<file path="src/rtl/conv_pkg.sv">
// Shared definitions for the conv-stage tile loader: default geometry,
// write FSM state encoding and the signed pixel type.
package conv_pkg;

  localparam int CONV_DW   = 8;
  localparam int CONV_N    = 8;
  localparam int CONV_IDXW = $clog2(CONV_N * CONV_N);

  typedef logic signed [CONV_DW-1:0] pixel_t;

  typedef enum logic [1:0] {
    WR_IDLE = 2'd0,
    WR_FILL = 2'd1,
    WR_WAIT = 2'd2
  } wr_state_t;

endpackage

</file>
<file path="src/rtl/conv_tile_bank.sv">
// One N x N pixel register bank: single-pixel write port, whole tile
// presented as a flat word with pixel i at bits [i*DW +: DW].
module conv_tile_bank #(
  parameter int DW   = 8,
  parameter int N    = 8,
  parameter int IDXW = 6
) (
  input  logic                clk,
  input  logic                rst_n,
  input  logic                i_we,
  input  logic [IDXW-1:0]     i_idx,
  input  logic [DW-1:0]       i_data,
  output logic [N*N*DW-1:0]   o_flat
);

  logic [DW-1:0] r_mem [N*N];

  always_ff @(posedge clk or negedge rst_n) begin
    if (!rst_n) begin
      for (int i = 0; i < N*N; i++) r_mem[i] <= '0;
    end else if (i_we) begin
      r_mem[i_idx] <= i_data;
    end
  end

  for (genvar g = 0; g < N*N; g++) begin : g_flat
    assign o_flat[g*DW +: DW] = r_mem[g];
  end

endmodule

</file>
<file path="src/rtl/conv_frame_loader.sv">
// Raster pixel stream -> N x N tiles through a ping-pong pair of banks.
// Optional drop/abort counters are built when FRAME_LOADER_STATS_EN is defined.
//
// state   | meaning
// WR_IDLE | waiting for a pixel flagged pix_sof; other pixels are dropped
// WR_FILL | writing pixels of the current tile into the write bank
// WR_WAIT | both banks hold full tiles; input stalled until one drains
module conv_frame_loader
  import conv_pkg::*;
#(
  parameter int DW   = CONV_DW,
  parameter int N    = CONV_N,
  parameter int IDXW = CONV_IDXW
) (
  input  logic               clk,
  input  logic               rst_n,
  input  logic               pix_valid,
  output logic               pix_ready,
  input  logic               pix_sof,
  input  logic [DW-1:0]      pix_data,
  output logic               frame_valid,
  input  logic               frame_ready,
  output logic [N*N*DW-1:0]  frame_data,
  output logic               busy
`ifdef FRAME_LOADER_STATS_EN
  ,
  output logic [15:0]        drop_cnt,
  output logic [15:0]        abort_cnt
`endif
);

  localparam int              NN   = N * N;
  localparam logic [IDXW-1:0] LAST = IDXW'(NN - 1);

  wr_state_t       r_state, w_state_nxt;
  logic [IDXW-1:0] r_ptr, w_ptr_nxt;
  logic            r_wbank, w_wbank_nxt;
  logic            r_rbank, w_rbank_nxt;
  logic [1:0]      r_full;
  logic            r_frame_valid;
  logic            r_pix_ready;

  logic            w_pix_xfer;
  logic            w_frm_xfer;
  logic            w_we;
  logic [IDXW-1:0] w_widx;
  logic            w_complete;
  logic [1:0]      w_full_after_rd;
  logic [1:0]      w_full_nxt;
  logic [NN*DW-1:0] w_flat0, w_flat1;

  assign w_pix_xfer = pix_valid && r_pix_ready;
  assign w_frm_xfer = r_frame_valid && frame_ready;

  // Read-side release is computed separately so the FSM can see a bank
  // freed in this very cycle without a combinational loop through w_complete.
  assign w_full_after_rd = r_full & ~(w_frm_xfer ? (2'b01 << r_rbank) : 2'b00);
  assign w_full_nxt      = w_full_after_rd | (w_complete ? (2'b01 << r_wbank) : 2'b00);
  assign w_rbank_nxt     = w_frm_xfer ? ~r_rbank : r_rbank;

  always_comb begin
    w_state_nxt = r_state;
    w_ptr_nxt   = r_ptr;
    w_wbank_nxt = r_wbank;
    w_we        = 1'b0;
    w_widx      = r_ptr;
    w_complete  = 1'b0;
    case (r_state)
      WR_IDLE: begin
        if (w_pix_xfer && pix_sof) begin
          w_we        = 1'b1;
          w_widx      = '0;
          w_ptr_nxt   = IDXW'(1);
          w_state_nxt = WR_FILL;
        end
      end
      WR_FILL: begin
        if (w_pix_xfer) begin
          w_we = 1'b1;
          if (pix_sof) begin
            w_widx    = '0;
            w_ptr_nxt = IDXW'(1);
          end else if (r_ptr == LAST) begin
            w_complete  = 1'b1;
            w_ptr_nxt   = '0;
            w_wbank_nxt = ~r_wbank;
            w_state_nxt = w_full_after_rd[~r_wbank] ? WR_WAIT : WR_IDLE;
          end else begin
            w_ptr_nxt = r_ptr + 1'b1;
          end
        end
      end
      WR_WAIT: begin
        if (!w_full_after_rd[r_wbank]) w_state_nxt = WR_IDLE;
      end
      default: w_state_nxt = WR_IDLE;
    endcase
  end

  always_ff @(posedge clk or negedge rst_n) begin
    if (!rst_n) begin
      r_state       <= WR_IDLE;
      r_ptr         <= '0;
      r_wbank       <= 1'b0;
      r_rbank       <= 1'b0;
      r_full        <= 2'b00;
      r_frame_valid <= 1'b0;
      r_pix_ready   <= 1'b0;
    end else begin
      r_state       <= w_state_nxt;
      r_ptr         <= w_ptr_nxt;
      r_wbank       <= w_wbank_nxt;
      r_rbank       <= w_rbank_nxt;
      r_full        <= w_full_nxt;
      r_frame_valid <= w_full_nxt[w_rbank_nxt];
      r_pix_ready   <= (w_state_nxt != WR_WAIT);
    end
  end

  conv_tile_bank #(.DW(DW), .N(N), .IDXW(IDXW)) u_bank0 (
    .clk    (clk),
    .rst_n  (rst_n),
    .i_we   (w_we && !r_wbank),
    .i_idx  (w_widx),
    .i_data (pix_data),
    .o_flat (w_flat0)
  );

  conv_tile_bank #(.DW(DW), .N(N), .IDXW(IDXW)) u_bank1 (
    .clk    (clk),
    .rst_n  (rst_n),
    .i_we   (w_we && r_wbank),
    .i_idx  (w_widx),
    .i_data (pix_data),
    .o_flat (w_flat1)
  );

  // A held tile cannot be overwritten: its bank is FULL, so the writer is
  // either on the other bank or parked in WR_WAIT.
  assign frame_data  = r_rbank ? w_flat1 : w_flat0;
  assign frame_valid = r_frame_valid;
  assign pix_ready   = r_pix_ready;
  assign busy        = (r_state == WR_FILL);

`ifdef FRAME_LOADER_STATS_EN
  logic        w_drop, w_abort;
  logic [15:0] r_drop_cnt, r_abort_cnt;

  assign w_drop  = w_pix_xfer && (r_state == WR_IDLE) && !pix_sof;
  assign w_abort = w_pix_xfer && (r_state == WR_FILL) && pix_sof;

  always_ff @(posedge clk or negedge rst_n) begin
    if (!rst_n) begin
      r_drop_cnt  <= '0;
      r_abort_cnt <= '0;
    end else begin
      if (w_drop && (r_drop_cnt != 16'hFFFF))   r_drop_cnt  <= r_drop_cnt + 16'd1;
      if (w_abort && (r_abort_cnt != 16'hFFFF)) r_abort_cnt <= r_abort_cnt + 16'd1;
    end
  end

  assign drop_cnt  = r_drop_cnt;
  assign abort_cnt = r_abort_cnt;
`endif

endmodule

</file>
<file path="config.mk">
export PLATFORM = sky130hd
export DESIGN_NAME = conv_frame_loader
export DESIGN_NICKNAME = d
export VERILOG_FILES = /design/src/rtl/conv_pkg.sv /design/src/rtl/conv_tile_bank.sv /design/src/rtl/conv_frame_loader.sv
export SDC_FILE = /design/constraint.sdc
export NUM_CORES = 1
export LEC_CHECK = 0
export ABC_AREA = 1
export BUFFER_PORTS_ARGS = -buffer_cell sky130_fd_sc_hd__buf_2
export CORE_MARGIN = 2
export CORE_UTILIZATION = 40
export DETAILED_ROUTE_END_ITERATION = 12
export GPL_ROUTABILITY_DRIVEN = 0
export MAX_ROUTING_LAYER = met4
export SYNTH_ARGS = -nofsm -noshare
export SYNTH_HDL_FRONTEND = slang
export SYNTH_SLANG_ARGS = --single-unit
</file>
<file path="constraint.sdc">
create_clock -name clk -period 1.65 [get_ports clk]
set_input_delay 0 -clock clk [delete_from_list [all_inputs] [get_ports clk]]
set_output_delay 0 -clock clk [all_outputs]
set_load 0.03 [all_outputs]
</file>
After elaboration in Yosys (flattened, before gate mapping):

Cells that the tools add are included.

* register bits after elaboration: 1038
* output and inout port bits: 515
* bits of input ports: 13
* word-level logic and storage cells: 204

* order comparisons: 5
* reductions and logical operators: 11
* equal/unequal tests: 6
* add/sub/neg operators: 1
* bitwise operators: 7
* mux-type cells: 37
* shifts and indexed selects: 2

Operators by type and width (count)
* 512-bit bitwise mux: 2
* 512-bit two-way mux: 1
* 8-bit demux with 6-bit select: 1
* 6-bit two-way mux: 7
* 6-bit case mux with 2 select lines: 2
* 2-bit two-way mux: 8
* 1-bit two-way mux: 13
* 8-bit two-way mux: 1
* 7-bit greater-or-equal comparator, second input constant: 1
* 7-bit by 1-bit < comparator with 1-bit output, second input constant: 1
* 6-bit NOT with 7-bit output: 1
* 6-bit by 1-bit adder with 6-bit output, second input constant: 1
* 6-bit equality test, second input constant: 1
* 1-bit logical AND: 6
* 1-bit by 2-bit < comparator with 1-bit output, second input constant: 3
* 2-bit case mux with 3 select lines: 1
* 2-bit inequality test, second input constant: 2
* 4-bit AND reduction: 1
* 1-bit by 1-bit left shift with 2-bit output, first input constant: 2
* 1-bit NOT: 3
* 3-bit AND reduction: 1
* 2-bit AND: 1
* 2-bit by 1-bit equality test with 1-bit output, second input constant: 1
* 2-bit equality test, second input constant: 1
* 7 further kinds: 7

Logic depth before layout (Yosys ltp):

* depth in word-level cells: 12
* gate-level depth with buffers: 12
* depth with buffers taken out: 10

Cells and area by module:

Synthesis repeated with hierarchy kept, for this count alone.

* cell total of the unflattened synthesis: 6395
* area, all modules: 48128.7 µm²

By module, submodules not included
* conv_tile_bank: sequential area each 12812.3 µm², cells an instance 2317, area an instance 20314.5 µm², instances 2
* conv_frame_loader: sequential area each 350.3 µm², cells an instance 1761, area an instance 7499.7 µm², instances 1

Least setup slack after synthesis:

OpenSTA, ideal clock, no wires.

* path type: reg-to-reg
* start: register r_pix_ready (netlist: pix_ready)
* end: register u_bank0.r_mem (netlist bit u_bank0.o_flat[400])
* path slack: -0.384 ns
* setup time: 0.117 ns
* period minus slack after synthesis: 2.034 ns
* required time: 1.533 ns
* buffers on the path: 1
* arrival time: 1.916 ns
* cell stages (with the launch flop): 10
* cells stage by stage: dfrtp_1 > nand2_1 > inv_1 > nand2_2 > buf_6 > nand4_2 > nor2_2 > nand2_1 > nand2_1 > nand2_1

* longest elaborated chain between the ends: 10
* elaborated cells between the ends (all ways): 16
* classes of those cells: order compare (2); mux (9); bitwise (1); reduce/logical (4)

RTL lines
* from (decl): RTL line conv_frame_loader.sv:41 `logic r_pix_ready;`
* from (signal assigned): RTL line conv_frame_loader.sv:116 `r_pix_ready <= (w_state_nxt != WR_WAIT);`
* 1-bit logical AND (*): RTL line conv_frame_loader.sv:52 `assign w_pix_xfer = pix_valid && r_pix_ready;`
* 1-bit logical AND: RTL line conv_frame_loader.sv:70 `if (w_pix_xfer && pix_sof) begin`
* 6-bit two-way mux: RTL line conv_frame_loader.sv:70
* 6-bit case mux with 2 select lines: RTL line conv_frame_loader.sv:68 `case (r_state)`
* 6-bit NOT with 7-bit output (not written as such): RTL line conv_tile_bank.sv:22 `r_mem[i_idx] <= i_data;`
* 7-bit greater-or-equal comparator (not written as such) / 7-bit by 1-bit < comparator with 1-bit output (equally long branches): RTL line conv_tile_bank.sv:22
* 1-bit logical AND (not written as such): RTL line conv_tile_bank.sv:22
* 8-bit two-way mux (not written as such): RTL line conv_tile_bank.sv:22
* 8-bit demux with 6-bit select: RTL line conv_tile_bank.sv:22
* 512-bit bitwise mux: RTL line conv_tile_bank.sv:22
* to (signal, indexed assignment): RTL line conv_tile_bank.sv:22
* to (decl): RTL line conv_tile_bank.sv:16 `logic [DW-1:0] r_mem [N*N];`

Mark *: on every way between the ends. The rest lies on a longest branch, timed or not.
A chain may end at the register's enable or synchronous reset.

Worst setup path in the final report:

* start: register r_rbank
* end: output frame_data[27]

* longest elaborated chain between the ends: 1

RTL lines
* from (decl): RTL line conv_frame_loader.sv:38 `logic r_rbank, w_rbank_nxt;`
* from (signal assigned): RTL line conv_frame_loader.sv:113 `r_rbank <= w_rbank_nxt;`
* 512-bit two-way mux: RTL line conv_frame_loader.sv:140 `assign frame_data = r_rbank ? w_flat1 : w_flat0;`
* to (decl): RTL line conv_frame_loader.sv:23 `output logic [N*N*DW-1:0] frame_data,`

No other way between the ends.

==> summary.log <==
[status] status finished, violations left
[status] violations in the final reports negative setup slack
[layout] Post-Layout Inst Area 0.0633 mm^2
[logic_synthesis] Netlist cell types 25
[timing] Slew HR 34.3%
[place] pre-CTS setup slack -0.374 ns
[route] drt first pass iters 5
[route] count of unresolved DRC violations after routing 0
[floorplanning] die outline width 350 um
[route] final routed wirelength across all metal layers 169000 um
[floorplanning] Placeable Area 0.119 mm^2
[logic_synthesis] async set-reset flop share out of synthesis 100%
[setup_path] series of cell instances along the critical path buf_12, buf_16, buf_12, buf_16, nand2_1, nand2_1, buf_6
[logic_synthesis] share of the yosys chip area belonging to registers 54.1%
[layout] number of nets in the layout 7196
[place] Cell Area, Placed 0.0573 mm^2
[clocking] htree depth 3
[layout] area delta synth->final 31.9%
[timing] transition time of the tightest slew-check pin 0.982 ns
[logic_synthesis] Mapped Cells 6382
[route] vias per cell 5.13
[timing] number of hold violations in the final report 0
[layout] share of post-route cells with drive strength above 1 21.6%
[setup_path] Crit path largest cell delay 0.54 ns
[clocking] root buffer cell clkbuf_16
[place] Placed Cells incl. Taps 8637
[place] Buffers on Ports 527
[global_routing] largest net degree at the start of global routing 90
[layout] utilization after layout 53.0%
[timing] worst slack on hold paths 0.0820 ns
[route] routed len/inst 19.0 um
[clocking] TritonCTS clock tree built
[layout] number of cells in the finished layout apart from fillers 8893
[floorplanning] initial cell density of the core 40.1%
[floorplanning] Row Count 127
[worst_hold_path] class of the worst hold path input port to asynchronous set/reset pin
[timing] final worst-path setup slack -0.588 ns
[logic_synthesis] Syn Area/Cell 7.52 um^2
[place] Post-DP HPWL 112000 um
[timing] Final Cycle Share 136%
[route] antenna-violating nets left 0
[timing] unrepaired setup endpoints after global routing true
[global_routing] gr ovfl total 0
[setup_path] Slowest-stage cell, CP dfrtp_4
[clocking] later-pin clock latency in the skew report 0.72 ns
[power_and_ir_drop] total power consumption of the routed design 59.7 mW
[setup_path] endpoint type of the worst setup path primary output
[clocking] CTS buffer count 113
[logic_synthesis] number of synthesized flops with an enable pin 0
[power_and_ir_drop] worst IR drop on VDD 0.839 mV
[timing] summed negative setup slack over all endpoints -513.97 ns
[clocking] Clock Path Buffers 3
[power_and_ir_drop] total power density per cell area 943 mW/mm^2
[logic_synthesis] FF+latch count, synth 1038
[power_and_ir_drop] leak pwr 36.3 nW
[floorplanning] total die area 0.123 mm^2
[clocking] post-CTS clock slew at the launch and capture registers of the worst setup and hold paths 0.06 ns
[floorplanning] num ports 528
[setup_path] CP Max Fanout 7
[logic_synthesis] synth warn 0
[global_routing] global-route wire length before repair 260000 um
[route] via count of the routed design 45600
[global_routing] GRT Resource Usage Total 27.9%
[logic_synthesis] primary flip-flop cell chosen by synthesis mapping dfrtp_1
[route] violation count after the first detailed-routing iteration 4073
[timing] final period demand of the worst path 2.24 ns
[timing] final-report max-slew violation count 0
[logic_synthesis] net count after synthesis 6398
[setup_path] startpoint class of the critical path flip-flop
[setup_path] classification of the worst setup path flip-flop to primary output
[timing] top achievable clock speed 447 MHz
[timing] post-route clock skew 0.0239 ns
[logic_synthesis] mapped cell area 0.0480 mm^2
[global_routing] antenna violations before repair 1
[timing] Setup-failing EPs final 1540
[job] number of max-cap violations 0
[global_routing] vias in the first global route 43500
[setup_path] worst path required time 1.65 ns
[setup_path] data arrival at the endpoint of the critical path 2.24 ns
[floorplanning] floorplan die height 350 um
[clocking] CTS sink cnt 1038
==> layout make-up <==
cell class,instances,area (um^2)
Antenna cell,1,2.50
Clock inverter,37,537
Timing Repair Buffer,1102,10000
Multi-Input combinational cell,4900,21200
Fill cell,11300,56200
Clock buffer,178,3440
Sequential cell,1038,26000
Inverter,25,128
Tap cell,1612,2020
==> layout by cell type, fill, tap and decap left out, types with 3 or more instances in the layout <==
cell type,n
nor2_4,44
nand2_8,3
clkbuf_1,30
nand3_2,41
clkinv_2,17
nand2_1,3612
nor2_2,16
clkbuf_16,121
buf_12,126
inv_6,3
inv_16,3
inv_2,3
dlygate4sd3_1,13
clkbuf_4,36
ha_1,3
bufinv_16,12
nand4_4,12
dfrtp_1,1036
o21ai_0,7
nand4_1,17
buf_6,87
nand2_2,144
buf_2,337
a21oi_1,4
inv_1,16
buf_16,25
nor2_1,24
buf_4,468
buf_8,3
nand2_4,30
clkbuf_8,33
nand3_1,934
==> cell families (layout without fill, tap and decap cells) <==
family | after synthesis | after routing | synth area share [%]
fa+ha+maj | 3 | 3 | 0.0783
buf+inv | 444 | 1342 | 4.18
other cells | 0 | 1 | 0
flops | 1038 | 1038 | 54.1
compound gates | 15 | 15 | 0.177
xor+xnor | 1 | 1 | 0.0183
simple gates | 4881 | 4881 | 41.4
==> final timing paths <==
| path | end | start | slack, ns | cells past startpoint |
|---|---|---|---|---|
| max in group asynchronous | u_bank0.o_flat[396]$_DFFE_PN0P_ | rst_n | 0.17 | 3 |
| hold / removal | u_bank1.o_flat[428]$_DFFE_PN0P_ | rst_n | 0.08 | 3 |
| setup / recovery | frame_data[27] | r_rbank$_DFF_PN0_ | -0.59 | 7 |
| min in group clk | u_bank0.o_flat[225]$_DFFE_PN0P_ | pix_data[1] | 0.22 | 4 |
| setup reg to reg | u_bank0.o_flat[51]$_DFFE_PN0P_ | r_state[1]$_DFF_PN0_ | -0.41 | 11 |
| hold reg to reg | u_bank1.o_flat[99]$_DFFE_PN0P_ | u_bank1.o_flat[99]$_DFFE_PN0P_ | 0.47 | 2 |
==> cells in the mapped netlist (all sizes together), types with 3 or more instances <==
cell	instances	area [um^2]
inv	23	86.3
dfrtp	1038	26000
buf	193	1060
o21ai	7	35.0
a21oi	4	20.0
clkbuf	226	848
nand2	3789	14200
nand3	975	4880
nor2	84	465
nand4	29	256
ha	3	37.5
==> power breakdown <==
part / total [mW] / leakage, nW / internal (mW) / switching [mW]
clock: 27.0 / 1.97 / 16.2 / 10.8
combinational: 5.66 / 19.9 / 1.90 / 3.76
sequential: 27.0 / 14.4 / 26.4 / 0.591
==> sequential cells by signal, indices dropped and copies added, names as in the netlist <==
register and count:
r_ptr 6, frame_valid 1, r_full 2, u_bank1.o_flat 512, r_rbank 1, r_wbank 1
r_state 2, pix_ready 1, u_bank0.o_flat 512
==> layer usage <==
| layer | global-route usage, % | wire length (um) | part of all wire, % | vias up |
|---|---|---|---|---|
| met4 | 7.90 | 4280 | 2.5 | 0 |
| met5 | - | 0 | 0 | - |
| met2 | 43.4 | 78800 | 47 | 1521 |
| li1 | - | - | - | 21700 |
| met3 | 4.17 | 11000 | 6.5 | 224 |
| met1 | 38.1 | 75100 | 44 | 22200 |
==> worst max-delay path: cells and delay by family (launching register included) <==
| kind | cells | cell delay (ns) |
|---|---|---|
| simple gates | 2 | 0.17 |
| flops | 1 | 0.54 |
| buf+inv | 5 | 0.79 |
==> timing repair <==
action / 4_1_cts / 5_1_grt
endpoints found under the hold margin: 2076 / 0
pin swaps: 16 / 11
cloned: 11 / 6
setup endpoints to repair: 1538 / 1546
setup buffers: 10 / 1
resized for setup: 262 / 195
hold buffers: 13 / 0
(Power assumes the default switching activity.)
